<file path="config.mk">
export PLATFORM = sky130hd
export DESIGN_NAME = pc_fetch_unit
export DESIGN_NICKNAME = d
export VERILOG_FILES = /design/src/rtl/pc_fetch_unit.sv
export SDC_FILE = /design/constraint.sdc
export NUM_CORES = 1
export LEC_CHECK = 0
export CAP_MARGIN = 20
export CORE_MARGIN = 8
export CORE_UTILIZATION = 55
export DETAILED_ROUTE_END_ITERATION = 6
export GPL_ROUTABILITY_DRIVEN = 0
export GPL_TIMING_DRIVEN = 0
export PLACE_DENSITY = 0.83
export SLEW_MARGIN = 20
export SYNTH_ARGS = -nofsm -noshare
export SYNTH_HDL_FRONTEND = slang
export SYNTH_SLANG_ARGS = --single-unit
</file>
<file path="constraint.sdc">
create_clock -name CLK -period 10.9 [get_ports CLK]
set_input_delay 3.27 -clock CLK [delete_from_list [all_inputs] [get_ports CLK]]
set_output_delay 3.27 -clock CLK [all_outputs]
set_load 0.02 [all_outputs]
</file>
<file path="src/rtl/pc_fetch_unit.sv">
// Instruction fetch front end: architectural PC, single-outstanding imem request
// handshake, and a PC-tagged instruction FIFO toward decode.
module pc_fetch_unit #(
    parameter logic [31:0] RESET_PC   = 32'h0000_0000,
    parameter int unsigned FIFO_DEPTH = 2
) (
    input  logic        CLK,
    input  logic        RST_n,
    input  logic        redirect_valid,
    input  logic [31:0] redirect_addr,
    output logic        imem_req_valid,
    output logic [31:0] imem_req_addr,
    input  logic        imem_req_ready,
    input  logic        imem_rsp_valid,
    input  logic [31:0] imem_rsp_data,
    output logic        inst_valid,
    output logic [31:0] inst_data,
    output logic [31:0] inst_pc,
    input  logic        inst_ready,
    output logic [31:0] pc_out
);

    localparam int unsigned AW = (FIFO_DEPTH > 1) ? $clog2(FIFO_DEPTH) : 1;
    localparam int unsigned CW = AW + 1;

    typedef enum logic [1:0] {
        BOOT = 2'd0,
        REQ  = 2'd1,
        WAIT = 2'd2
    } state_t;

    state_t         state;
    logic [31:0]    pc;
    logic [31:0]    req_pc;
    logic           drop;

    logic [31:0]    mem_pc   [FIFO_DEPTH];
    logic [31:0]    mem_data [FIFO_DEPTH];
    logic [AW-1:0]  wr_ptr;
    logic [AW-1:0]  rd_ptr;
    logic [CW-1:0]  count;

    logic           hs;
    logic           flush;
    logic           push;
    logic           pop;
    logic [AW-1:0]  rd_next;
    logic [CW-1:0]  count_next;
    logic           head_from_push;
    logic [31:0]    redirect_pc;

    assign imem_req_valid = (state == REQ) && (count < CW'(FIFO_DEPTH));
    assign imem_req_addr  = pc & 32'hFFFF_FFFC;
    assign pc_out         = pc;
    assign inst_valid     = (count != '0);
    assign redirect_pc    = redirect_addr & 32'hFFFF_FFFC;

    always_comb begin
        hs         = imem_req_valid && imem_req_ready;
        flush      = redirect_valid && (state != BOOT);
        push       = (state == WAIT) && imem_rsp_valid && !drop && !flush;
        pop        = inst_valid && inst_ready && !flush;
        rd_next    = rd_ptr + AW'(pop);
        count_next = count + CW'(push) - CW'(pop);
        // The entry written this cycle becomes the head only when the FIFO drains to it.
        head_from_push = push && (rd_next == wr_ptr);
    end

    always_ff @(posedge CLK or negedge RST_n) begin
        if (!RST_n) begin
            state  <= BOOT;
            pc     <= RESET_PC;
            req_pc <= RESET_PC;
            drop   <= 1'b0;
        end else begin
            case (state)
                BOOT: state <= REQ;
                REQ: begin
                    if (flush) begin
                        pc <= redirect_pc;
                        if (hs) begin
                            req_pc <= pc;
                            drop   <= 1'b1;
                            state  <= WAIT;
                        end
                    end else if (hs) begin
                        req_pc <= pc;
                        pc     <= pc + 32'd4;
                        state  <= WAIT;
                    end
                end
                WAIT: begin
                    if (flush) begin
                        pc <= redirect_pc;
                        if (imem_rsp_valid) begin
                            drop  <= 1'b0;
                            state <= REQ;
                        end else begin
                            drop  <= 1'b1;
                        end
                    end else if (imem_rsp_valid) begin
                        drop  <= 1'b0;
                        state <= REQ;
                    end
                end
                default: state <= BOOT;
            endcase
        end
    end

    always_ff @(posedge CLK) begin
        if (push) begin
            mem_pc[wr_ptr]   <= req_pc;
            mem_data[wr_ptr] <= imem_rsp_data;
        end
    end

    always_ff @(posedge CLK or negedge RST_n) begin
        if (!RST_n) begin
            wr_ptr    <= '0;
            rd_ptr    <= '0;
            count     <= '0;
            inst_data <= '0;
            inst_pc   <= '0;
        end else if (flush) begin
            wr_ptr <= '0;
            rd_ptr <= '0;
            count  <= '0;
        end else begin
            if (push) begin
                wr_ptr <= wr_ptr + 1'b1;
            end
            rd_ptr <= rd_next;
            count  <= count_next;
            if (count_next != '0) begin
                if (head_from_push) begin
                    inst_data <= imem_rsp_data;
                    inst_pc   <= req_pc;
                end else begin
                    inst_data <= mem_data[rd_next];
                    inst_pc   <= mem_pc[rd_next];
                end
            end
        end
    end

endmodule

</file>
==> results.py, run 1 <==
metrics = {
    "route": {
        "drc": 0,
        "ant_nets": 0,
        "first_pass_iters": 5,
        "vias": 7992,
        "via_per_inst": 5.82,
        "wl_mm": 28.7,
        "post_drt_wl_per_cell_um": 20.9,
        "drt-initial-drc-count": 584,
    },
    "synth": {
        "syn_avg_cell_area_um2": 13.0,
        "syn_area_um2": 11200,
        "yosys.area.top_type_share_pct": 33.3,
        "yosysTopAreaCell": "edfxtp_1",
        "synth.area.top_cells": "edfxtp_1 33%, dfrtp_1 29%, mux2i_1 5.7%",
        "async_reset_ff_share_pct": 51.0,
        "ys.flop_type": "dfrtp_1",
        "synth-edff-count": 124,
        "yosysWarnings": 0,
        "synth_cells": 858,
        "ys_ff_latch": 253,
        "seq_area_frac_synth_pct": 62.1,
        "synthDistinctLibCells": 58,
    },
    "sta": {
        "worstMarginPinSlew_ps": 811,
        "final.setup_skew_ps": 12.2,
        "finalCritPeriodShare_pct": 58.4,
        "hold_viol_final": 0,
        "fmax_mhz": 157,
        "slew_headroom_pct": 45.5,
        "period_needed_ps": 6370,
        "setup_viol": 0,
        "timing.final.ws_setup_ps": 4530,
        "rsz0062_at_grt": "false",
        "maxSlewViolCount": 0,
        "setup_tns_ps": 0,
    },
    "flow_run": {
        "cap_violations": 0,
    },
    "clocking": {
        "cts.htree.levels": 1,
        "ctsResizeCount": 0,
        "cts_max_path_buffers": 3,
        "numCtsBuffers": 25,
        "clkLatencyLatePin_ps": 520,
        "cts_root_buf": "clkbuf_16",
        "post-cts-setup-buffers": 0,
        "clk_pin_slew_ps": 60,
        "cts_sinks": 253,
        "cts_tree": "done",
        "postCtsHoldBufs": 0,
    },
    "final_layout": {
        "diodes": 0,
        "fillers": 1369,
        "final_util_pct": 71.7,
        "regArea_um2": 6950,
        "drive_above_1_share_pct": 15.2,
        "final_nets": 1162,
        "areaGrowthSynthToFinish_pct": 28.8,
        "multiInputGateArea_um2": 3430,
    },
    "die": {
        "dieWidth_um": 159,
        "core_area_um2": 20100,
        "start_util_pct": 55.7,
        "die_area_um2": 25200,
        "die_h_um": 159,
        "pin_count": 200,
        "rows": 52,
    },
    "setup_path": {
        "crit_start": "redirect_valid",
        "cp_cell_sequence": "clkdlybuf4s50_1 > nor2b_2 > nor3_1 > inv_1 > ha_1 > inv_1 > ha_1 > xor2_1 > xnor2_1 > a21o_1 > buf_2 > a21oi_2 > buf_2 > a221oi_1",
        "crit_slowest_cell": "clkdlybuf4s50_1",
        "ff2ff_path_depth": 16,
        "cp_data_arrival_time_ps": 6740,
        "cp-end-kind": "flip-flop",
        "r2r_slack_ps": 7070,
        "cp.required_ps": 11280,
        "crit_type": "primary input to flip-flop",
        "crit_path_max_fanout": 10,
        "r2r_start": "state[0]",
        "timing.rr.end": "inst_pc[24]",
        "startpoint_type": "primary input",
        "crit_end": "inst_pc[24]",
        "cp_slowest_stage_delay_ps": 470,
    },
    "pwr": {
        "p_leak_uw": 0.00590,
        "p_sw_share_pct": 39.0,
        "power_frac_clock_pct": 19.5,
        "ir_drop_uv": 176,
        "p_seq_share_pct": 34.0,
        "power_uw": 4520,
        "power_switching_uw": 1760,
        "p_int_uw": 2750,
        "power.density_nw_per_um2": 313,
        "pwr-share-comb_pct": 46.6,
    },
    "min_path": {
        "hold_start": "req_pc[23]",
        "holdCritPathClass": "flip-flop to flip-flop",
    },
    "global_route": {
        "overflow": 0,
        "grt_max_degree": 91,
        "grt_pass1_wl_mm": 44.7,
        "antenna_found_initial": 0,
        "grt_pass1_vias": 8284,
        "grtUsageTotal_pct": 22.7,
    },
    "placement": {
        "dp_slack_ps": 4020,
        "io_buffers": 191,
        "dp_hpwl_mm": 19.4,
    },
    "outcome": {
        "status": "finished, final reports clean",
    },
}
power by group through the flow:
| stage | combinational, uW | sequential, uW | clock [uW] |
|---|---|---|---|
| final | 2100 | 1530 | 879 |
| after global routing | 2250 | 1570 | 928 |
| after CTS | 2110 | 1530 | 892 |
| after detailed placement | 2090 | 1540 | 0 |
| after global placement | 2050 | 1530 | 0 |
| after floorplan | 1120 | 1660 | 0 |
cell usage after synthesis (all sizes together) (17+ instances only):
library cell	count
dfrtp	129
edfxtp	124
inv	71
buf	66
nor3	65
mux2i	64
a221oi	62
a21oi	42
mux2	30
nand2	26
clkbuf	23
nor2	23
o21ai	17
logic make-up (layout without fill, tap and decap cells):
| logic type | Yosys count | in the layout | share of synthesized area [%] |
|---|---|---|---|
| buffers and inverters | 160 | 400 | 7.47 |
| muxes | 94 | 94 | 8.74 |
| DFF | 253 | 253 | 62.1 |
| xor gates and xnor gates | 6 | 6 | 0.637 |
| other | 1 | 6 | 0.0335 |
| adders and majority gates | 7 | 7 | 0.783 |
| and+or+nand+nor | 174 | 174 | 8.25 |
| AOI/OAI and AO/OA | 163 | 163 | 12.0 |
critical path: cells and delay by family:
kind,cells,cell delay (ps)
xor gates and xnor gates,2,300
and+or+nand+nor,2,640
buffers and inverters,5,1270
adders and majority gates,2,500
AOI/OAI and AO/OA,3,740
metal layers:
metal / wire length [um] / share of wire, % / GRT usage (%)
met2: 14300 / 50 / 38.1
met3: 2490 / 8.7 / 4.45
met1: 11500 / 40 / 29.6
met4: 461 / 1.6 / 6.20
met5: 0 / 0 / 0
registers in the layout, summed over array words and instances, names as in the netlist:
| signal | flops |
|---|---|
| state | 2 |
| count | 2 |
| mem_data | 64 |
| wr_ptr | 1 |
| rd_ptr | 1 |
| pc_out | 30 |
| drop | 1 |
| inst_pc | 30 |
| mem_pc | 60 |
| inst_data | 32 |
| req_pc | 30 |
cell type report:
| class | instances | area share, % |
|---|---|---|
| Sequential cell | 253 | 48.2 |
| Timing Repair Buffer | 195 | 14.1 |
| Clock inverter | 8 | 1.02 |
| Buffer | 89 | 3.95 |
| Clock buffer | 37 | 4.72 |
| Tap cell | 270 | 2.34 |
| Multi-Input combinational cell | 450 | 23.8 |
| Inverter | 71 | 1.85 |
how the worst min path moves through the flow:
stage,to,slack [ps],cells past startpoint
final,mem_pc[1][23],500,0
after global routing,mem_pc[1][23],520,0
after CTS,mem_pc[0][12],500,0
after detailed placement,mem_pc[0][18],480,0
after global placement,mem_pc[1][19],470,0
after floorplan,mem_pc[0][10],460,0
through the flow:
step           instances  hold slack, ps  cell area, um2
3_3_place_gp        1324             474           13500
6_report            1373             496           14400
2_1_floorplan        863             460           11200
4_1_cts             1373             501           14400
5_1_grt             1373             518           14400
3_5_place_dp        1328             484           13600
layout by cell type, fill, tap and decap left out, drive strengths merged, types with 3 or more instances in the layout:
master | Yosys | routed
a21oi | 42 | 42
nand4 | 10 | 10
clkbuf | 23 | 60
a221oi | 62 | 62
nand3 | 15 | 15
bufinv | 0 | 4
a2bb2oi | 6 | 6
mux2i | 64 | 64
dfrtp | 129 | 129
clkinv | 0 | 3
o22a | 8 | 8
and4 | 4 | 4
nor4 | 4 | 4
o2bb2ai | 4 | 4
edfxtp | 124 | 124
nor2 | 23 | 23
a31oi | 3 | 3
o22ai | 5 | 5
buf | 66 | 71
ha | 7 | 7
nor3 | 65 | 65
nand2 | 26 | 26
conb | 1 | 6
and2 | 7 | 7
mux2 | 30 | 30
and3 | 9 | 9
xnor2 | 5 | 5
clkdlybuf4s50 | 0 | 190
o21ai | 17 | 17
inv | 71 | 72
nand2b | 5 | 5
(Power assumes the default switching activity.)
==> run 2, diff against run 1 <==
--- a/config.mk
+++ b/config.mk
@@ -7,11 +7,11 @@
 export LEC_CHECK = 0
 export CAP_MARGIN = 20
 export CORE_MARGIN = 8
-export CORE_UTILIZATION = 55
+export CORE_UTILIZATION = 53
 export DETAILED_ROUTE_END_ITERATION = 6
 export GPL_ROUTABILITY_DRIVEN = 0
 export GPL_TIMING_DRIVEN = 0
-export PLACE_DENSITY = 0.83
+export PLACE_DENSITY = 0.8
 export SLEW_MARGIN = 20
 export SYNTH_ARGS = -nofsm -noshare
 export SYNTH_HDL_FRONTEND = slang
==> constraint.sdc (replaced) <==
create_clock -name CLK -period 6.35 [get_ports CLK]
set_input_delay 1.905 -clock CLK [delete_from_list [all_inputs] [get_ports CLK]]
set_output_delay 1.905 -clock CLK [all_outputs]
set_load 0.02 [all_outputs]
==> run 2 against run 1 <==
- combinational power up 72%
- critical endpoint is now inst_pc[12]
- register-to-register slack worse by 4500 ps
- power up 71%
- non-clock buffer count unchanged
- routed wire length down 0.77%
- via count down 0.71%
- clock skew down 3.0 ps
- final cell count up 0.66%
- largest power group unchanged
- clock-buffer cell count up 3
==> results.py, run 2 (synthesized netlist as in run 1, its figures left out) <==
metrics = {
    "final_layout": {
        "layout_common_cells": "190 x clkdlybuf4s50_1, 129 x dfrtp_1, 124 x edfxtp_1",
        "areaGrowthSynthToFinish_pct": 28.9,
        "regArea_um2": 6950,
        "fillers": 1543,
        "multiInputGateArea_um2": 3430,
        "final_common_cell": "clkdlybuf4s50_1",
        "final_nets": 1163,
        "reg_top3": "mem_data: 64 flops, mem_pc: 60 flops, inst_data: 32 flops",
        "regMostFlops": "mem_data",
        "drive_above_1_share_pct": 15.5,
        "final_util_pct": 69.0,
        "design_area_um2": 14400,
        "largest_reg_flops": 64,
    },
    "route": {
        "via_per_inst": 5.74,
        "drc": 0,
        "drt-initial-drc-count": 614,
        "ant_nets": 0,
        "post_drt_wl_per_cell_um": 20.6,
        "vias": 7935,
        "first_pass_iters": 5,
        "wl_mm": 28.5,
    },
    "clocking": {
        "cts_max_path_buffers": 3,
        "ctsResizeCount": 0,
        "cts_root_buf": "clkbuf_16",
        "post-cts-setup-buffers": 0,
        "cts.htree.levels": 1,
        "clk_pin_slew_ps": 60,
        "postCtsHoldBufs": 0,
        "numCtsBuffers": 26,
        "cts_sinks": 253,
        "cts_tree": "done",
        "clkLatencyLatePin_ps": 520,
    },
    "setup_path": {
        "crit_slowest_cell": "clkdlybuf4s50_1",
        "crit_path_max_fanout": 10,
        "startpoint_type": "primary input",
        "cp_data_arrival_time_ps": 5420,
        "cp-end-kind": "flip-flop",
        "cp_slowest_stage_delay_ps": 480,
        "cp.required_ps": 6720,
        "crit_type": "primary input to flip-flop",
        "cp_cell_sequence": "clkdlybuf4s50_1 > nor2b_2 > nor3_1 > inv_1 > ha_1 > inv_1 > ha_1 > xor2_1 > xnor2_1 > a21o_1 > buf_2 > buf_4 > clkbuf_1 > a221oi_1",
    },
    "placement": {
        "dp_hpwl_mm": 19.4,
        "dp_slack_ps": 779,
        "io_buffers": 191,
        "placed_area_um2": 13600,
    },
    "sta": {
        "finalCritPeriodShare_pct": 79.5,
        "slew_headroom_pct": 47.7,
        "period_needed_ps": 5050,
        "hold_viol_final": 0,
        "setup_viol": 0,
        "maxSlewViolCount": 0,
        "holdWs_ps": 497,
        "fmax_mhz": 198,
        "final.setup_skew_ps": 9.24,
        "worstMarginPinSlew_ps": 783,
        "timing.final.ws_setup_ps": 1300,
        "rsz0062_at_grt": "false",
    },
    "die": {
        "pin_count": 200,
        "dieWidth_um": 161,
        "die_h_um": 161,
        "start_util_pct": 53.6,
        "core_area_um2": 20900,
        "rows": 53,
        "die_area_um2": 26000,
    },
    "pwr": {
        "power_switching_uw": 3030,
        "p_leak_uw": 0.00591,
        "p_seq_share_pct": 34.0,
        "power_uw": 7730,
        "pwr-share-comb_pct": 46.8,
        "p_int_uw": 4700,
        "p_sw_share_pct": 39.2,
        "ir_drop_uv": 290,
        "power.density_nw_per_um2": 536,
        "power_frac_clock_pct": 19.2,
    },
    "global_route": {
        "grt_pass1_vias": 8374,
        "antenna_found_initial": 1,
        "overflow": 0,
        "grt_max_degree": 97,
        "grtUsageTotal_pct": 21.7,
        "grt_pass1_wl_mm": 45.2,
    },
    "flow_run": {
        "cap_violations": 0,
    },
    "min_path": {
        "holdCritPathClass": "flip-flop to flip-flop",
    },
    "outcome": {
        "status": "finished, final reports clean",
    },
}
[run 2: cell count changes in the layout (fill, tap and decap cells not counted)]
cell,change
bufinv_16,-3
clkinv_1,+3
clkbuf_8,+4
buf_16,-2
diode_2,+1
clkbuf_16,+2
buf_12,+2
clkbuf_1,-3
[run 2: per-stage QoR]
| stage | cells | TNS (ps) |
|---|---|---|
| floorplan | 863 | 0 |
| global placement | 1329 | -350950 |
| detailed placement | 1333 | 0 |
| CTS | 1381 | 0 |
| global route | 1382 | 0 |
| finish | 1382 | 0 |
[run 2: power groups by stage]
| stage | logic (uW) | registers, uW | clock network (uW) |
|---|---|---|---|
| after floorplan | 1920 | 2860 | 0 |
| after global placement | 3520 | 2630 | 0 |
| after detailed placement | 3600 | 2660 | 0 |
| after CTS | 3620 | 2630 | 1510 |
| after global routing | 3860 | 2690 | 1570 |
| final | 3620 | 2630 | 1490 |
[run 2: cell type report]
type	count	area share, %
clock buffer	40	5.37
clock inverter	8	0.469
antenna	1	0.0174
tap	275	2.39
sequential	253	48.2
buffer	89	3.95
multi-input combinational	450	23.8
timing repair buffer	195	14.0
inverter	71	1.85
[run 2: per-layer routing]
metal	track usage (%)	share of wire, %	vias to the layer above
met1	27.9	41	3863
li1	-	-	3613
met3	5.37	8.9	62
met5	0	0	-
met4	6.82	2.3	0
met2	35.6	48	397
[run 2: critical path, delay by kind of cell]
kind	cells	cell delay, ps
compound gates	2	330
xor+xnor	2	380
fa+ha+maj	2	480
buf+inv	6	1640
simple gates	2	670
[run 2: path summary, 6_finish.rpt]
| check | endpoint | startpoint | cells after the start | slack, ps |
|---|---|---|---|---|
| setup / recovery | inst_pc[12] | redirect_valid | 14 | 1300 |
| hold / removal | mem_pc[1][5] | req_pc[5] | 0 | 500 |
| setup reg to reg | inst_pc[12] | state[0] | 16 | 2540 |
| hold reg to reg | mem_pc[1][5] | req_pc[5] | 0 | 500 |
| max in group asynchronous | req_pc[22] | RST_n | 2 | 4320 |
| min in group asynchronous | inst_data[5] | RST_n | 1 | 1240 |
==> run 3, diff against run 2 <==
==> constraint.sdc (replaced) <==
create_clock -name CLK -period 4.65 [get_ports CLK]
set_input_delay 1.395 -clock CLK [delete_from_list [all_inputs] [get_ports CLK]]
set_output_delay 1.395 -clock CLK [all_outputs]
set_load 0.02 [all_outputs]
==> run 3 against run 2 <==
- the flow now finishes with violations (DRC)
- clock-buffer cell count fell by 7
- sequential cell count did not move
- routed wire length fell by 1.4%
- via count fell by 0.14%
- sequential share of layout area fell by 0.26 points
- critical endpoint is now inst_pc[13]
- die area did not move
- design area rose by 0.55%
- power rose by 39%
- sequential power rose by 37%
==> results.py, run 3 (synthesized netlist as in run 1, its figures left out) <==
metrics = {
    "global_route": {
        "overflow": 0,
        "grtUsageTotal_pct": 21.3,
        "grt_pass1_wl_mm": 44.8,
        "antenna_found_initial": 1,
        "grt_pass1_vias": 8237,
        "grt_max_degree": 96,
    },
    "pwr": {
        "power.density_nw_per_um2": 739,
        "p_leak_uw": 0.00594,
        "ir_drop_uv": 403,
    },
    "route": {
        "top_layer_used": "met5",
        "via_per_inst": 5.74,
        "post_drt_wl_per_cell_um": 20.4,
        "wl_mm": 28.1,
        "wl_met3_mm": 2.42,
        "drc": 1,
        "first_pass_iters": 7,
        "ant_nets": 0,
        "met1Wirelength_mm": 11.8,
        "drt-initial-drc-count": 617,
        "vias": 7924,
        "wl_met2_mm": 13.4,
    },
    "sta": {
        "fmax_mhz": 232,
        "final.setup_skew_ps": 14.8,
        "period_needed_ps": 4300,
        "hold_viol_final": 0,
        "worstMarginPinSlew_ps": 847,
        "finalCritPeriodShare_pct": 92.5,
        "rsz0062_at_grt": "false",
        "slew_headroom_pct": 43.2,
        "timing.final.ws_setup_ps": 348,
        "setup_viol": 0,
        "holdWs_ps": 503,
        "maxSlewViolCount": 0,
    },
    "placement": {
        "dp_slack_ps": -391,
        "io_buffers": 191,
        "dp_hpwl_mm": 19.2,
    },
    "outcome": {
        "violations": "DRC",
        "status": "complete, but fails checks",
    },
    "min_path": {
        "hold_start": "req_pc[17]",
        "holdCritPathClass": "flip-flop to flip-flop",
    },
    "clocking": {
        "cts_root_buf": "clkbuf_16",
        "post-cts-setup-buffers": 0,
        "clk_pin_slew_ps": 60,
        "clkLatencyLatePin_ps": 530,
        "cts_max_path_buffers": 3,
        "numCtsBuffers": 26,
        "postCtsHoldBufs": 0,
        "cts_tree": "done",
        "cts_sinks": 253,
        "cts.htree.levels": 1,
    },
    "final_layout": {
        "diodes": 0,
        "multiInputGateArea_um2": 3440,
        "areaGrowthSynthToFinish_pct": 29.6,
        "largest_reg_flops": 64,
        "final_common_cell": "clkdlybuf4s50_1",
        "reg_top3": "mem_data: 64 flops, mem_pc: 60 flops, inst_data: 32 flops",
        "drive_above_1_share_pct": 16.2,
        "fillers": 1498,
        "regArea_um2": 6950,
        "final_nets": 1163,
        "regMostFlops": "mem_data",
        "layout_common_cells": "190 x clkdlybuf4s50_1, 129 x dfrtp_1, 124 x edfxtp_1",
    },
    "setup_path": {
        "cp-end-kind": "flip-flop",
        "cp.required_ps": 5030,
        "crit_start": "redirect_valid",
        "startpoint_type": "primary input",
        "cp_data_arrival_time_ps": 4680,
        "crit_type": "primary input to flip-flop",
        "crit_path_max_fanout": 10,
        "r2r_start": "state[0]",
    },
    "die": {
        "die_h_um": 161,
        "pin_count": 200,
        "core_area_um2": 20900,
        "die_area_um2": 26000,
        "start_util_pct": 53.6,
        "dieWidth_um": 161,
        "rows": 53,
    },
    "flow_run": {
        "cap_violations": 0,
    },
}
==> run 3: cell types whose count changed in the layout (fill, tap and decap cells not counted), moves of 2 or more <==
cell        delta
bufinv_16      +3
clkbuf_1       -6
clkinv_4       +2
clkinvlp_4     +3
==> run 3: timing repair <==
| item | CTS | global route |
|---|---|---|
| gates resized for setup | 0 | 1 |
| endpoints found under the hold margin | 0 | 0 |
| setup endpoints to repair | 0 | 43 |
==> run 3: final cells by class <==
type / count / share of cell area (%)
Buffer: 89 / 3.93
Clock buffer: 33 / 5.09
Clock inverter: 15 / 1.29
Inverter: 71 / 1.84
Multi-Input combinational cell: 450 / 23.7
Sequential cell: 253 / 47.9
Tap cell: 275 / 2.37
Timing Repair Buffer: 195 / 13.8
==> run 3: final timing paths <==
check | to | slack [ps] | cells past startpoint
setup / recovery | inst_pc[13] | 350 | 14
setup reg to reg | inst_pc[13] | 1060 | 16
hold reg to reg | mem_pc[1][17] | 500 | 0
max in group asynchronous | pc_out[5] | 3110 | 2
hold / removal | mem_pc[1][17] | 500 | 0
min in group asynchronous | inst_data[1] | 740 | 1
==> run 3: power by group <==
group	internal, uW	switching [uW]	leakage [uW]
sequential	3000	604	0.00255
clock	1350	858	0.000448
combinational	2220	2690	0.00294
==> run 3: stage by stage <==
stage	power, uW	utilization, %	TNS (ps)	instance area, um2	std cells
finish	10700	69.4	0	14500	1381
global route	11200	69.4	0	14500	1381
CTS	10800	69.4	0	14500	1381
detailed placement	8530	65.0	-19780	13600	1333
global placement	8410	64.5	-537940	13500	1329
floorplan	6520	-	0	11200	863
==> run 3: routing by layer <==
metal  vias up  track usage, %
met5         -               0
met4         2            5.77
li1       3612               -
met2       398            35.2
met3        53            4.63
met1      3859            28.1
==> run 3: critical path, stage by stage <==
cell	delay, ps
clkdlybuf4s50_1	480
nor2b_2	220
nor3_2	300
inv_1	150
ha_1	290
inv_1	40
ha_1	180
xor2_1	160
xnor2_1	240
a21o_1	160
buf_2	220
buf_4	230
clkbuf_1	420
a221oi_1	200
